--- src/rtl/sequencer_ctl.sv ---
`default_nettype none
// ============================================================================
//  Module      : sequencer_ctl
//  Description : Run-scheduler for the DSP sequencer. Each sample-frame
//                strobe becomes one complete sequencer program run. The
//                sequencer is held in reset between runs and released once
//                per frame. The block waits for done, aborts on timeout, and
//                swaps the coefficient bank only while no run is active.
//  Revision    : 1.0 - initial release
// ----------------------------------------------------------------------------
//  Ports
//    ck           in   clock
//    rst          in   asynchronous reset, active high
//    sample_stb   in   1-cycle pulse: a new audio frame has been written
//    seq_done     in   sequencer finished its program
//    seq_error    in   sequencer reports an error
//    swap_req     in   1-cycle pulse: request coefficient bank swap
//    status_clr   in   1-cycle pulse: clear sticky status
//    seq_rst      out  sequencer reset (1 = held, 0 = running)
//    frame        out  frame index of the current run, stable for the run
//    bank         out  coefficient bank select
//    swap_ack     out  1-cycle pulse when bank toggles
//    busy         out  high in RUN or GAP
//    frame_done   out  1-cycle pulse on successful run completion
//    last_cycles  out  length in cycles of the last successful run
//    err_seq      out  sticky: seq_error seen during a run
//    err_timeout  out  sticky: a run was aborted by timeout
//    overrun_cnt  out  saturating count of dropped strobes
// ============================================================================
module sequencer_ctl #(
  parameter int FRAME_W = 4,
  parameter int CYC_W   = 10,
  parameter int TIMEOUT = 1000,
  parameter int GAP     = 4,
  parameter int OVR_W   = 8
) (
  input  logic               ck,
  input  logic               rst,
  input  logic               sample_stb,
  input  logic               seq_done,
  input  logic               seq_error,
  input  logic               swap_req,
  input  logic               status_clr,
  output logic               seq_rst,
  output logic [FRAME_W-1:0] frame,
  output logic               bank,
  output logic               swap_ack,
  output logic               busy,
  output logic               frame_done,
  output logic [CYC_W-1:0]   last_cycles,
  output logic               err_seq,
  output logic               err_timeout,
  output logic [OVR_W-1:0]   overrun_cnt
);

  // Gap counter only has to reach GAP-1.
  localparam int                  c_GAP_W    = $clog2(GAP);
  localparam logic [c_GAP_W-1:0]  c_GAP_LAST = c_GAP_W'(GAP - 1);
  localparam logic [CYC_W:0]      c_TIMEOUT  = (CYC_W + 1)'(TIMEOUT);

  typedef enum logic [1:0] {
    ST_IDLE = 2'd0,
    ST_RUN  = 2'd1,
    ST_GAP  = 2'd2
  } state_t;

  state_t               r_state;
  logic [CYC_W-1:0]     r_cnt;
  logic [c_GAP_W-1:0]   r_gap_cnt;
  logic [FRAME_W-1:0]   r_wr_frame;
  logic                 r_pending;
  logic                 r_swap_pend;

  logic [FRAME_W-1:0]   w_wr_frame_inc;
  logic [CYC_W:0]       w_run_len;
  logic [CYC_W-1:0]     w_run_len_sat;
  logic                 w_timeout_hit;
  logic                 w_in_idle;
  logic                 w_in_run;
  logic                 w_toggle;
  logic                 w_start;
  logic                 w_drop;
  logic                 w_ovr_full;
  logic [OVR_W-1:0]     w_ovr_inc;

  assign w_wr_frame_inc = r_wr_frame + FRAME_W'(1);

  // Cycle number of the current RUN edge: the first edge after entry is 1.
  assign w_run_len     = {1'b0, r_cnt} + (CYC_W + 1)'(1);
  assign w_run_len_sat = w_run_len[CYC_W] ? {CYC_W{1'b1}} : w_run_len[CYC_W-1:0];
  assign w_timeout_hit = (w_run_len == c_TIMEOUT);

  assign w_in_idle = (r_state == ST_IDLE);
  assign w_in_run  = (r_state == ST_RUN);

  // A pending swap is serviced before a pending run, so the new run sees
  // the new bank.
  assign w_toggle = w_in_idle && r_swap_pend;
  assign w_start  = w_in_idle && !r_swap_pend && r_pending;

  // A strobe that arrives while one is already queued is lost. This includes
  // the edge on which the queued strobe starts its run; that strobe is still
  // folded into the frame index of the run.
  assign w_drop     = sample_stb && r_pending;
  assign w_ovr_full = &overrun_cnt;
  assign w_ovr_inc  = w_ovr_full ? overrun_cnt : overrun_cnt + OVR_W'(1);

  always_ff @(posedge ck or posedge rst) begin
    if (rst) begin
      r_state     <= ST_IDLE;
      r_cnt       <= '0;
      r_gap_cnt   <= '0;
      r_wr_frame  <= '0;
      r_pending   <= 1'b0;
      r_swap_pend <= 1'b0;
      seq_rst     <= 1'b1;
      frame       <= '0;
      bank        <= 1'b0;
      swap_ack    <= 1'b0;
      busy        <= 1'b0;
      frame_done  <= 1'b0;
      last_cycles <= '0;
      err_seq     <= 1'b0;
      err_timeout <= 1'b0;
      overrun_cnt <= '0;
    end else begin
      swap_ack   <= 1'b0;
      frame_done <= 1'b0;

      // Write-side frame index advances on every strobe, dropped or not.
      if (sample_stb) begin
        r_wr_frame <= w_wr_frame_inc;
      end

      if (w_start) begin
        r_pending <= 1'b0;
      end else if (sample_stb) begin
        r_pending <= 1'b1;
      end

      // Setting events take priority over status_clr.
      if (w_drop) begin
        overrun_cnt <= status_clr ? OVR_W'(1) : w_ovr_inc;
      end else if (status_clr) begin
        overrun_cnt <= '0;
      end

      if (w_in_run && seq_error) begin
        err_seq <= 1'b1;
      end else if (status_clr) begin
        err_seq <= 1'b0;
      end

      if (w_in_run && !seq_done && w_timeout_hit) begin
        err_timeout <= 1'b1;
      end else if (status_clr) begin
        err_timeout <= 1'b0;
      end

      if (swap_req) begin
        r_swap_pend <= 1'b1;
      end else if (w_toggle) begin
        r_swap_pend <= 1'b0;
      end

      case (r_state)
        ST_IDLE: begin
          if (r_swap_pend) begin
            bank     <= ~bank;
            swap_ack <= 1'b1;
          end else if (r_pending) begin
            r_state <= ST_RUN;
            seq_rst <= 1'b0;
            busy    <= 1'b1;
            r_cnt   <= '0;
            // Use the newest frame index, including a strobe on this edge.
            frame   <= sample_stb ? w_wr_frame_inc : r_wr_frame;
          end
        end

        ST_RUN: begin
          r_cnt <= w_run_len_sat;
          if (seq_done) begin
            r_state     <= ST_GAP;
            seq_rst     <= 1'b1;
            r_gap_cnt   <= '0;
            last_cycles <= w_run_len_sat;
            frame_done  <= 1'b1;
          end else if (w_timeout_hit) begin
            r_state   <= ST_GAP;
            seq_rst   <= 1'b1;
            r_gap_cnt <= '0;
          end
        end

        ST_GAP: begin
          // Sequencer is draining; its done/error lines are ignored here.
          if (r_gap_cnt == c_GAP_LAST) begin
            r_state <= ST_IDLE;
            busy    <= 1'b0;
          end else begin
            r_gap_cnt <= r_gap_cnt + c_GAP_W'(1);
          end
        end

        default: begin
          r_state <= ST_IDLE;
          seq_rst <= 1'b1;
          busy    <= 1'b0;
        end
      endcase
    end
  end

endmodule
`default_nettype wire

--- config.mk ---
export PLATFORM = sky130hd
export DESIGN_NAME = sequencer_ctl
export DESIGN_NICKNAME = d
export VERILOG_FILES = /design/src/rtl/sequencer_ctl.sv
export SDC_FILE = /design/constraint.sdc
export NUM_CORES = 1
export LEC_CHECK = 0
export CAP_MARGIN = 10
export CELL_PAD_IN_SITES_DETAIL_PLACEMENT = 0
export CELL_PAD_IN_SITES_GLOBAL_PLACEMENT = 1
export CORE_MARGIN = 10
export CORE_UTILIZATION = 35
export CTS_BUF_LIST = sky130_fd_sc_hd__clkbuf_8
export CTS_CLUSTER_DIAMETER = 200
export CTS_CLUSTER_SIZE = 20
export DETAILED_ROUTE_END_ITERATION = 8
export HOLD_SLACK_MARGIN = 0.05
export PLACE_DENSITY = 0.66
export SETUP_SLACK_MARGIN = 0.4
export SYNTH_ARGS = -nofsm -noshare
export SYNTH_HDL_FRONTEND = slang
export SYNTH_SLANG_ARGS = --single-unit
--- constraint.sdc ---
create_clock -name ck -period 3.3 [get_ports ck]
set_clock_uncertainty 0.15 [all_clocks]
set_input_delay 0.33 -clock ck [delete_from_list [all_inputs] [get_ports ck]]
set_output_delay 0.33 -clock ck [all_outputs]
set_load 0.005 [all_outputs]
==> results_dict.tcl <==
set metrics [dict create \
    outcome "finished clean" \
    cpMaxStageDelayCell "nor4_1" \
    die_area_um2 10900 \
    multi_input_comb_area_um2 1180 \
    gp_congestion 0.766 \
    fillers 698 \
    slew_headroom 0.401 \
    area_delta_synth_final_pct 21.3 \
    crit_family "simple AND/OR/NAND/NOR gates" \
    core_um2 6870 \
    path_clk_slew_ps 100 \
    hold_path_class "flip-flop to flip-flop" \
    rr_startpoint "r_cnt[3]$_DFFE_PP0P_" \
    finalCritPeriodShare 0.700 \
    max_cap_violations 0 \
    detail-route-antenna-nets 0 \
    tns_ps 0 \
    initial_core_util 0.365 \
    maxSlewViolCount 0 \
    viasPerCell 5.06 \
    cts-root-buf "clkbuf_8" \
    critPathMaxFanout 17 \
    hp-start "bank$_DFFE_PP0P_" \
    synthCells 269 \
    synth_seq_cells 49 \
    firstDrtPassIters 4 \
    drt_wl_total_um 5890 \
    rsz0062_at_grt "no" \
    grt_use_total 0.111 \
    synth_cell_types 49 \
    nNetsFinal 311 \
    syn_area_um2 2510 \
    ctsResizeCount 0 \
    syn_nets 280 \
    synth_edf_count 0 \
    crit_start "r_cnt[3]$_DFFE_PP0P_" \
    grt_pass1_vias 2048 \
    cts.path.max_buffers 2 \
    die_width_um 105 \
    holdBufCountCts 0 \
    worst_pin_slew_ps 896 \
    initialDrtViolationCount 92 \
    drive_above_1_share 0.0565 \
    power.density_nw_per_um2 718 \
    yosys_warnings 0 \
    cts_buffers 5 \
    slowest_delay_ps 660 \
    reg2reg_to "err_timeout$_DFFE_PP0P_" \
    hold_path_end "bank$_DFFE_PP0P_" \
    critPathLaunchType "flip-flop" \
    clkLatencyLatePin_ps 310 \
    finalSetupViolCount 0 \
    overflow 0 \
    cts_sinks 49 \
    fmax_mhz 433 \
    antennaDiodeCount 0 \
    cts_tree "yes" \
    worst_setup_path_end_kind "flip-flop" \
    register_area_um2 1230 \
    grt_pass1_wl_um 10300 \
    seq_area_frac_synth 0.490 \
    route.detailed.drc 0 \
    num_vias 2010 \
    crit_type "flip-flop to flip-flop" \
    io-pin-count 36 \
    final_common_cell "dfrtp_1" \
    ir_worst_vdd_v 0.000210 \
    cts_htree_levels 2 \
    wl_per_cell_um 14.8 \
    synth-async-reset-ratio 1.00 \
    syn_area_per_cell_um2 9.32 \
    required_ps 3360 \
    cp_data_arrival_time_ps 2370 \
    numPortBuffers 35 \
    dp_hpwl_um 4080 \
    synthFlopType "dfrtp_1" \
    final_cell_mix "dfrtp_1, nand2_1, clkdlybuf4s50_1" \
    hold_viol 0 \
    cp_cell_sequence "nand3_1 -> nor4_1 -> nor3_1 -> o32ai_1" \
    fin_crit_ps 2310 \
    post-cts-setup-buffers 0 \
    r2r_cells 4 \
    whs_path_depth 1 \
    dieHeight_um 105 \
    grt_max_degree 50 \
    leakage_nw 1.25 \
    crit_buf_inv 0 \
    grt_antenna_before_repair 0 \
    r2r_slack_ps 990 \
    std_cell_rows 30 \
    final_util 0.443 \
]
## sequential cells by signal (all words and copies together) (netlist names)
| signal | count |
|---|---|
| bank | 1 |
| busy | 1 |
| err_seq | 1 |
| err_timeout | 1 |
| frame | 4 |
| frame_done | 1 |
| last_cycles | 10 |
| overrun_cnt | 8 |
| r_cnt | 10 |
| r_gap_cnt | 2 |
| r_pending | 1 |
| r_state | 2 |
| r_swap_pend | 1 |
| r_wr_frame | 4 |
| seq_rst | 1 |
| swap_ack | 1 |
## final cells by class
cell class / count / area share
sequential: 49 / 0.404
multi-input combinational: 195 / 0.389
inverter: 11 / 0.0136
clock buffer: 6 / 0.0272
tap: 96 / 0.0395
clock inverter: 2 / 0.00453
timing repair buffer: 38 / 0.123
## where the power goes
part / internal (mW) / leakage (nW) / switching, mW
clock network: 0.170 / 0.0512 / 0.207
registers: 0.789 / 0.624 / 0.171
logic: 0.453 / 0.579 / 0.394
total: 1.41 / 1.25 / 0.772
## through the flow
stage | hold slack [ps] | total power, mW | setup WS (ps) | instance area, um^2 | cells
floorplan | 288 | 1.45 | 1230 | 2510 | 269
global placement | 306 | 1.84 | 1020 | 2940 | 389
detailed placement | 310 | 1.84 | 999 | 2940 | 389
CTS | 325 | 2.22 | 975 | 3040 | 397
global route | 366 | 2.38 | 709 | 3040 | 397
finish | 316 | 2.18 | 991 | 3040 | 397
## routing by layer
layer / vias up / part of all wire / wire length (um) / GRT usage
li1: 1022 / - / - / -
met1: 948 / 0.49 / 2910 / 0.154
met2: 35 / 0.45 / 2640 / 0.164
met3: 5 / 0.045 / 263 / 0.0233
met4: 0 / 0.014 / 85 / 0.0471
met5: - / 0 / 0 / 0
## worst max path at each step
stage,endpoint,slack [ps],cells past startpoint
after global routing,err_timeout$_DFFE_PP0P_,710,4
after global placement,seq_rst$_DFFE_PP1P_,1020,4
after CTS,err_timeout$_DFFE_PP0P_,970,4
final,err_timeout$_DFFE_PP0P_,990,4
after detailed placement,err_timeout$_DFFE_PP0P_,1000,4
after floorplan,r_cnt[0]$_DFFE_PP0P_,1230,7
## cell usage after synthesis, types with 3 or more instances
master,number,area [um^2]
nand2b_1,4,25.0
dfrtp_1,48,1200
o21a_1,3,22.5
a21o_1,6,45.0
clkbuf_1,9,33.8
o31ai_1,4,30.0
nand2_1,35,131
or3_1,5,31.3
xnor2_1,4,35.0
buf_2,3,15.0
xor2_1,4,35.0
nor4_1,4,25.0
nor2_1,22,82.6
nand3_1,8,40.0
nor2b_1,3,18.8
a31oi_1,8,50.1
mux2i_1,5,50.1
ha_1,4,50.1
inv_1,11,41.3
a21oi_1,11,55.1
nor4b_1,3,26.3
o21ai_0,24,120
nor3_1,7,35.0
## worst register-to-register path, cell delays in order (launching register included)
cell and delay (ps):
dfrtp_1 460, nand3_1 480, nor4_1 660, nor3_1 160, o32ai_1 310
## logic make-up after synthesis
group / share of synthesized area
AOI/OAI and AO/OA: 0.196
xor gates and xnor gates: 0.0279
adders and majority gates: 0.0200
buffers and inverters: 0.0389
DFF: 0.490
muxes: 0.0245
and+or+nand+nor: 0.204
Note: power is estimated with default switching activity, not from simulation.
